--- config.mk ---
export PLATFORM = sky130hd
export DESIGN_NAME = qspi_arb
export DESIGN_NICKNAME = d
export VERILOG_FILES = /design/src/rtl/qspi_arb.sv
export SDC_FILE = /design/constraint.sdc
export NUM_CORES = 1
export LEC_CHECK = 0
export BUFFER_PORTS_ARGS = -buffer_cell sky130_fd_sc_hd__buf_2
export CAP_MARGIN = 20
export CORE_ASPECT_RATIO = 0.5
export CORE_UTILIZATION = 35
export CTS_BUF_LIST = sky130_fd_sc_hd__clkbuf_4
export CTS_CLUSTER_DIAMETER = 120
export DETAILED_ROUTE_END_ITERATION = 8
export HOLD_SLACK_MARGIN = 0.06
export PLACE_DENSITY = 0.69
export SYNTH_ARGS = -nofsm -noshare
export SYNTH_HDL_FRONTEND = slang
export SYNTH_SLANG_ARGS = --single-unit
--- constraint.sdc ---
create_clock -name clk -period 2.47 [get_ports clk]
set_clock_uncertainty 0.2 [all_clocks]
set_input_delay 0.494 -clock clk [delete_from_list [all_inputs] [get_ports clk]]
set_output_delay 0.494 -clock clk [all_outputs]
set_load 0.01 [all_outputs]
--- src/rtl/qspi_arb.sv ---
// qspi_arb: arbiter and sequencer in front of the shared QSPI memory controller.
//
// Three line-transfer requesters (icache fill, dcache fill/writeback, DMA/loader)
// compete for one QSPI controller. One owner is selected in IDLE. The request and
// address attributes are latched and held for the whole line transfer. A one-cycle
// done pulse goes back to the owner. A chip-select gap of GAP_CYCLES follows each
// transfer before the next arbitration.
//
// Optional feature macro: QSPI_ARB_AGE_EN
//   When defined, the icache and DMA ports each keep an age counter. A port that has
//   lost AGE_LIMIT arbitrations beats the dcache. When undefined, strict priority
//   d > i > x applies.
//
// Ports:
//   clk, reset                 - clock, synchronous active-high reset
//   i_req/i_tag/i_mem          - icache fill request, line address, memory select
//   d_req/d_write/d_tag/d_mem  - dcache request (write = push), line address, memory select
//   x_req/x_write/x_tag/x_mem  - DMA request, direction, line address, memory select
//   i_gnt/d_gnt/x_gnt          - owner indication (one-hot or zero)
//   i_done/d_done/x_done       - one-cycle completion pulse to the owner
//   q_req/q_i_d/q_write/q_mem/q_paddr - registered request to qspi
//   q_done                     - qspi line-complete strobe
module qspi_arb #(
  parameter int PA          = 24,
  parameter int LINE_LENGTH = 4,
  parameter int GAP_CYCLES  = 1,
  parameter int AGE_LIMIT   = 4
) (
  input  logic                            clk,
  input  logic                            reset,
  input  logic                            i_req,
  input  logic [PA-1:$clog2(LINE_LENGTH)] i_tag,
  input  logic [1:0]                      i_mem,
  input  logic                            d_req,
  input  logic                            d_write,
  input  logic [PA-1:$clog2(LINE_LENGTH)] d_tag,
  input  logic [1:0]                      d_mem,
  input  logic                            x_req,
  input  logic                            x_write,
  input  logic [PA-1:$clog2(LINE_LENGTH)] x_tag,
  input  logic [1:0]                      x_mem,
  output logic                            i_gnt,
  output logic                            d_gnt,
  output logic                            x_gnt,
  output logic                            i_done,
  output logic                            d_done,
  output logic                            x_done,
  output logic                            q_req,
  output logic                            q_i_d,
  output logic                            q_write,
  output logic [1:0]                      q_mem,
  output logic [PA-1:$clog2(LINE_LENGTH)] q_paddr,
  input  logic                            q_done
);

  localparam logic [2:0] GAP_LOAD = 3'(GAP_CYCLES - 1);

  typedef enum logic [1:0] {
    IDLE = 2'd0,
    BUSY = 2'd1,
    GAP  = 2'd2
  } state_t;

  // Parameter range checks, evaluated at elaboration only.
  generate
    if (GAP_CYCLES < 1 || GAP_CYCLES > 7) begin : g_bad_gap
      $error("qspi_arb: GAP_CYCLES must be in 1..7");
    end
    if (AGE_LIMIT < 1 || AGE_LIMIT > 15) begin : g_bad_age
      $error("qspi_arb: AGE_LIMIT must be in 1..15");
    end
  endgenerate

  state_t state_r, state_nxt_s;
  logic [2:0] gap_cnt_r, gap_nxt_s;

  // Grant/done vectors use bit 0 = d, bit 1 = i, bit 2 = x.
  logic [2:0] gnt_r, gnt_s;
  logic [2:0] done_r, done_s;
  logic [2:0] win_s;
  logic       any_req_s;
  logic       i_old_s, x_old_s;

  logic                            q_req_r, q_req_s;
  logic                            q_i_d_r, q_i_d_s;
  logic                            q_write_r, q_write_s;
  logic [1:0]                      q_mem_r, q_mem_s;
  logic [PA-1:$clog2(LINE_LENGTH)] q_paddr_r, q_paddr_s;

  assign any_req_s = d_req | i_req | x_req;

`ifdef QSPI_ARB_AGE_EN
  localparam logic [3:0] AGE_MAX = 4'(AGE_LIMIT);

  logic [3:0] age_i_r, age_x_r;

  // Age counters: bump on a lost arbitration, clear on grant or when idle without a request.
  always_ff @(posedge clk) begin
    if (reset) begin
      age_i_r <= 4'd0;
      age_x_r <= 4'd0;
    end else if (state_r == IDLE) begin
      if (!i_req || win_s[1]) begin
        age_i_r <= 4'd0;
      end else if (age_i_r != AGE_MAX) begin
        age_i_r <= age_i_r + 4'd1;
      end else begin
        age_i_r <= age_i_r;
      end
      if (!x_req || win_s[2]) begin
        age_x_r <= 4'd0;
      end else if (age_x_r != AGE_MAX) begin
        age_x_r <= age_x_r + 4'd1;
      end else begin
        age_x_r <= age_x_r;
      end
    end else begin
      age_i_r <= age_i_r;
      age_x_r <= age_x_r;
    end
  end

  assign i_old_s = i_req && (age_i_r == AGE_MAX);
  assign x_old_s = x_req && (age_x_r == AGE_MAX);
`else
  assign i_old_s = 1'b0;
  assign x_old_s = 1'b0;
`endif

  // Winner selection: a promoted (aged) port first, x before i; otherwise d > i > x.
  always_comb begin
    win_s = 3'b000;
    if (x_old_s) begin
      win_s = 3'b100;
    end else if (i_old_s) begin
      win_s = 3'b010;
    end else if (d_req) begin
      win_s = 3'b001;
    end else if (i_req) begin
      win_s = 3'b010;
    end else if (x_req) begin
      win_s = 3'b100;
    end else begin
      win_s = 3'b000;
    end
  end

  // State register, gap counter and all registered outputs.
  always_ff @(posedge clk) begin
    if (reset) begin
      state_r   <= IDLE;
      gap_cnt_r <= 3'd0;
      gnt_r     <= 3'b000;
      done_r    <= 3'b000;
      q_req_r   <= 1'b0;
      q_i_d_r   <= 1'b0;
      q_write_r <= 1'b0;
      q_mem_r   <= 2'd0;
      q_paddr_r <= '0;
    end else begin
      state_r   <= state_nxt_s;
      gap_cnt_r <= gap_nxt_s;
      gnt_r     <= gnt_s;
      done_r    <= done_s;
      q_req_r   <= q_req_s;
      q_i_d_r   <= q_i_d_s;
      q_write_r <= q_write_s;
      q_mem_r   <= q_mem_s;
      q_paddr_r <= q_paddr_s;
    end
  end

  // Next-state logic; the gap counter is loaded so that GAP lasts GAP_CYCLES cycles.
  always_comb begin
    state_nxt_s = state_r;
    gap_nxt_s   = gap_cnt_r;
    case (state_r)
      IDLE: begin
        if (any_req_s) begin
          state_nxt_s = BUSY;
        end else begin
          state_nxt_s = IDLE;
        end
      end
      BUSY: begin
        if (q_done) begin
          state_nxt_s = GAP;
          gap_nxt_s   = GAP_LOAD;
        end else begin
          state_nxt_s = BUSY;
        end
      end
      GAP: begin
        if (gap_cnt_r == 3'd0) begin
          state_nxt_s = IDLE;
        end else begin
          gap_nxt_s = gap_cnt_r - 3'd1;
        end
      end
      default: begin
        state_nxt_s = IDLE;
        gap_nxt_s   = 3'd0;
      end
    endcase
  end

  // Next values of the registered outputs: latch on grant, hold through BUSY, clear after.
  always_comb begin
    gnt_s     = 3'b000;
    done_s    = 3'b000;
    q_req_s   = 1'b0;
    q_i_d_s   = 1'b0;
    q_write_s = 1'b0;
    q_mem_s   = 2'd0;
    q_paddr_s = '0;
    case (state_r)
      IDLE: begin
        if (any_req_s) begin
          gnt_s   = win_s;
          q_req_s = 1'b1;
          if (win_s[0]) begin
            q_write_s = d_write;
            q_mem_s   = d_mem;
            q_paddr_s = d_tag;
          end else if (win_s[1]) begin
            q_i_d_s   = 1'b1;
            q_mem_s   = i_mem;
            q_paddr_s = i_tag;
          end else begin
            q_write_s = x_write;
            q_mem_s   = x_mem;
            q_paddr_s = x_tag;
          end
        end else begin
          gnt_s = 3'b000;
        end
      end
      BUSY: begin
        if (q_done) begin
          done_s = gnt_r;
        end else begin
          gnt_s     = gnt_r;
          q_req_s   = q_req_r;
          q_i_d_s   = q_i_d_r;
          q_write_s = q_write_r;
          q_mem_s   = q_mem_r;
          q_paddr_s = q_paddr_r;
        end
      end
      GAP: begin
        gnt_s = 3'b000;
      end
      default: begin
        gnt_s = 3'b000;
      end
    endcase
  end

  assign d_gnt   = gnt_r[0];
  assign i_gnt   = gnt_r[1];
  assign x_gnt   = gnt_r[2];
  assign d_done  = done_r[0];
  assign i_done  = done_r[1];
  assign x_done  = done_r[2];
  assign q_req   = q_req_r;
  assign q_i_d   = q_i_d_r;
  assign q_write = q_write_r;
  assign q_mem   = q_mem_r;
  assign q_paddr = q_paddr_r;

endmodule

==> run summary <==
Global route overflow - 0
Slew Limit Fails - 0
Post-Syn Nets - 283
Postcts setup bufs - 0
Worst Path Buf+Inv - 0
I/O Buffers - 112
Met2 global-route usage - 31.0%
Post-synthesis xor/xnor area fraction - 0%
Netlist cell types - 32
Cells along the critical path - or2_4, nor3_4, a22o_1
DR WL/cell - 12.1 microns
Die footprint - 0.00560 sq mm
Clk_lat worst skew - 340 ps
HPWL Detailed - 3510 microns
Net Switching - 0.358 mW
Share of cells above drive strength 1 - 41.7%
Endpoints failing hold - 0
CTS hold repair buffers - 0
Post-Place Setup Slack - 426 ps
GPL Wtd Cong - 0.721
Crit. End Element - flop
Setup crit start kind - flop
Critical path's largest stage delay - 730 ps
Final setup fails - 0
Width of the die - 105 microns
Layout area overhead - 36.1%
Rel. slew slack - 40.3%
CTS tree - built
Drt first pass iters - 4
Setup TNS - 0 ps
Cell Int Power - 1.09 mW
Warnings from Yosys - 0
Pwr Density - 574 mW/mm^2
Global route hottest layer - met2
Post-synthesis adder-cell area fraction - 1.35%
Avg Inst Size Synth - 9.20 sq um
Filler cells - 509
WP depth - 3
Slack of the critical path - 418 ps
Peak supply drop - 0.000222 V
Sw Share - 24.8%
Clock Sinks - 37
Routed wire length - 4580 microns
# placed instances - 369
Slew @ Worst Pin - 892 ps
DRT iter0 DRCs - 48
Leak Pwr - 1.28 nW
Non-Filler Instances - 377
DRC Markers - 0
Synth Area in Simple Gates - 16.4%
Tmin final - 2050 ps
Period utilization - 83.1%
Highest clock rate - 487 MHz
Cell count after synthesis - 201
Cts bufs inserted - 5
Ports - 113
Diode count - 0
CTS root buffer - clkbuf_4
Vias - 1,791
Hold path depth - 3
Clock slew seen by the registers of the worst setup and hold paths - 110 ps
Delay-heaviest family, CP - simple AND/OR/NAND/NOR gates
Worst endpoint required time - 2560 ps
Outcome - completed
Final net count - 388
Initial Utilization - 37.0%
Max capacitance violation total - 0
Syn Std Cell Area - 0.00185 sq mm
Critical path peak fanout - 24
Met3 Use GR - 3.94%
Worst path slowest cell - nor3_4
DR vias/cell - 4.75
Initial antenna violation count - 0
Sequential Power Share - 45.9%
First-pass GRT wire length - 7130 microns
Setup CP Type - reg -> reg
Logic pwr share - 18.8%
Post_cts resized - 0
Pwr Total - 1.45 mW
Mux contribution to synthesized area - 13.0%
Largest family of logic cells by synthesized area - compound AO/OA/AOI/OAI gates
Worst Path Arrival - 2140 ps
Vias in the first global route - 1,647
Clk pwr share - 35.4%
Met1 global-route usage - 17.9%
Remaining antenna violation count - 0
H-tree lvl count - 2
Sequential-to-total area share from yosys stat - 40.1%
Min-Delay Path Class - in -> reg
Util after Layout - 50.4%
Total GRT Usage - 16.1%
Largest net degree at the start of global routing - 45
RSZ-0062 raised after global routing - no
Die H - 53.4 microns
Std-Cell Rows - 18
Flops & latches, synth - 37
Core Region - 0.00500 sq mm
Clk buf depth - 2
R2r worst-path depth - 3
Compound-Gate Fraction of Synth Area - 22.1%
[registers in the layout, summed over array words and instances (netlist names)]
name	count
done_r	3
gap_cnt_r	3
gnt_r	3
q_mem	2
q_paddr	22
q_req	1
q_write	1
state_r	2
[worst paths after layout]
kind         startpoint           to  slack (ps)
max reg2reg  state_r[0]  q_paddr[19]         420
min reg2reg       q_req        q_req         270
min               x_req     gnt_r[2]         250
max          state_r[0]  q_paddr[19]         420
[cells in the mapped netlist (all sizes together)]
| master | number | area share (%) |
|---|---|---|
| o21ai | 25 | 6.8 |
| buf | 13 | 5.1 |
| mux2i | 24 | 13 |
| nor2 | 9 | 1.8 |
| a211o | 1 | 0.47 |
| a22o | 24 | 11 |
| a32oi | 1 | 0.47 |
| and4 | 3 | 1.4 |
| and2 | 1 | 0.34 |
| or2 | 1 | 0.47 |
| o22ai | 1 | 0.34 |
| a21boi | 1 | 0.41 |
| nand2 | 29 | 5.9 |
| nor4b | 4 | 2.7 |
| nand3b | 2 | 0.81 |
| a31oi | 3 | 1.0 |
| a21oi | 3 | 0.81 |
| inv | 5 | 1.0 |
| nor3 | 2 | 1.4 |
| nor3b | 1 | 0.41 |
| ha | 2 | 1.4 |
| nand2b | 2 | 0.68 |
| clkbuf | 5 | 1.0 |
| o21a | 1 | 0.41 |
| dfxtp | 37 | 40 |
| or3b | 1 | 0.47 |
[through the flow]
step                      area [sq um]  hold slack, ps
after floorplan                   1850             271
after global placement            2410             245
after detailed placement          2410             249
after CTS                         2520             242
after global routing              2520             255
final                             2520             247
[worst reg2reg max path: cells and delay by family, from the launching register on]
| family | cells | cell delay (ps) |
|---|---|---|
| DFF | 1 | 470 |
| and+or+nand+nor | 2 | 1070 |
| AOI/OAI and AO/OA | 1 | 260 |
[area by class of cell]
class | count | area, sq um | share of cell area [%]
tap | 70 | 87.6 | 3.48
clock buffer | 5 | 37.5 | 1.49
timing repair buffer | 116 | 591 | 23.5
sequential | 37 | 741 | 29.4
multi-input combinational | 141 | 977 | 38.8
inverter | 5 | 18.8 | 0.746
clock inverter | 3 | 65.1 | 2.58
[cell families (layout without fill, tap and decap cells)]
| group | Yosys count | in the layout |
|---|---|---|
| compound gates | 60 | 60 |
| fa+ha+maj | 2 | 2 |
| buf+inv | 23 | 129 |
| flops | 37 | 37 |
| mux | 24 | 24 |
| simple gates | 55 | 55 |
[power by group through the flow]
stage,combinational [mW],clock [mW],sequential (mW)
floorplan,0.152,0,0.684
global route,0.300,0.552,0.668
global placement,0.265,0,0.675
CTS,0.275,0.521,0.663
finish,0.271,0.511,0.663
detailed placement,0.275,0,0.675
[layer usage]
| layer | part of all wire [%] | vias up |
|---|---|---|
| met5 | 0 | - |
| met4 | 0.92 | 0 |
| met3 | 3.4 | 5 |
| met2 | 53 | 37 |
| met1 | 43 | 813 |
| li1 | - | 936 |
[cells in the final DEF (no fill, tap or decap)]
master / n
a21boi_1: 1
a32oi_1: 1
nor4b_4: 1
nor3_4: 1
inv_1: 5
and2_1: 1
clkinv_2: 1
a31oi_1: 3
o21ai_0: 24
o21ai_1: 1
a21oi_1: 3
buf_4: 4
or3b_1: 1
o21a_1: 1
or2_4: 1
nand2_1: 29
buf_2: 112
clkbuf_4: 5
nand2b_1: 2
and4_1: 3
nor2_1: 9
nor3_2: 1
ha_1: 2
a22o_1: 24
bufinv_16: 2
o22ai_1: 1
a211o_1: 1
dfxtp_1: 37
nor3b_1: 1
mux2i_1: 24
nand3b_1: 2
nor4b_1: 3
Note: power is estimated with default switching activity, not from simulation.
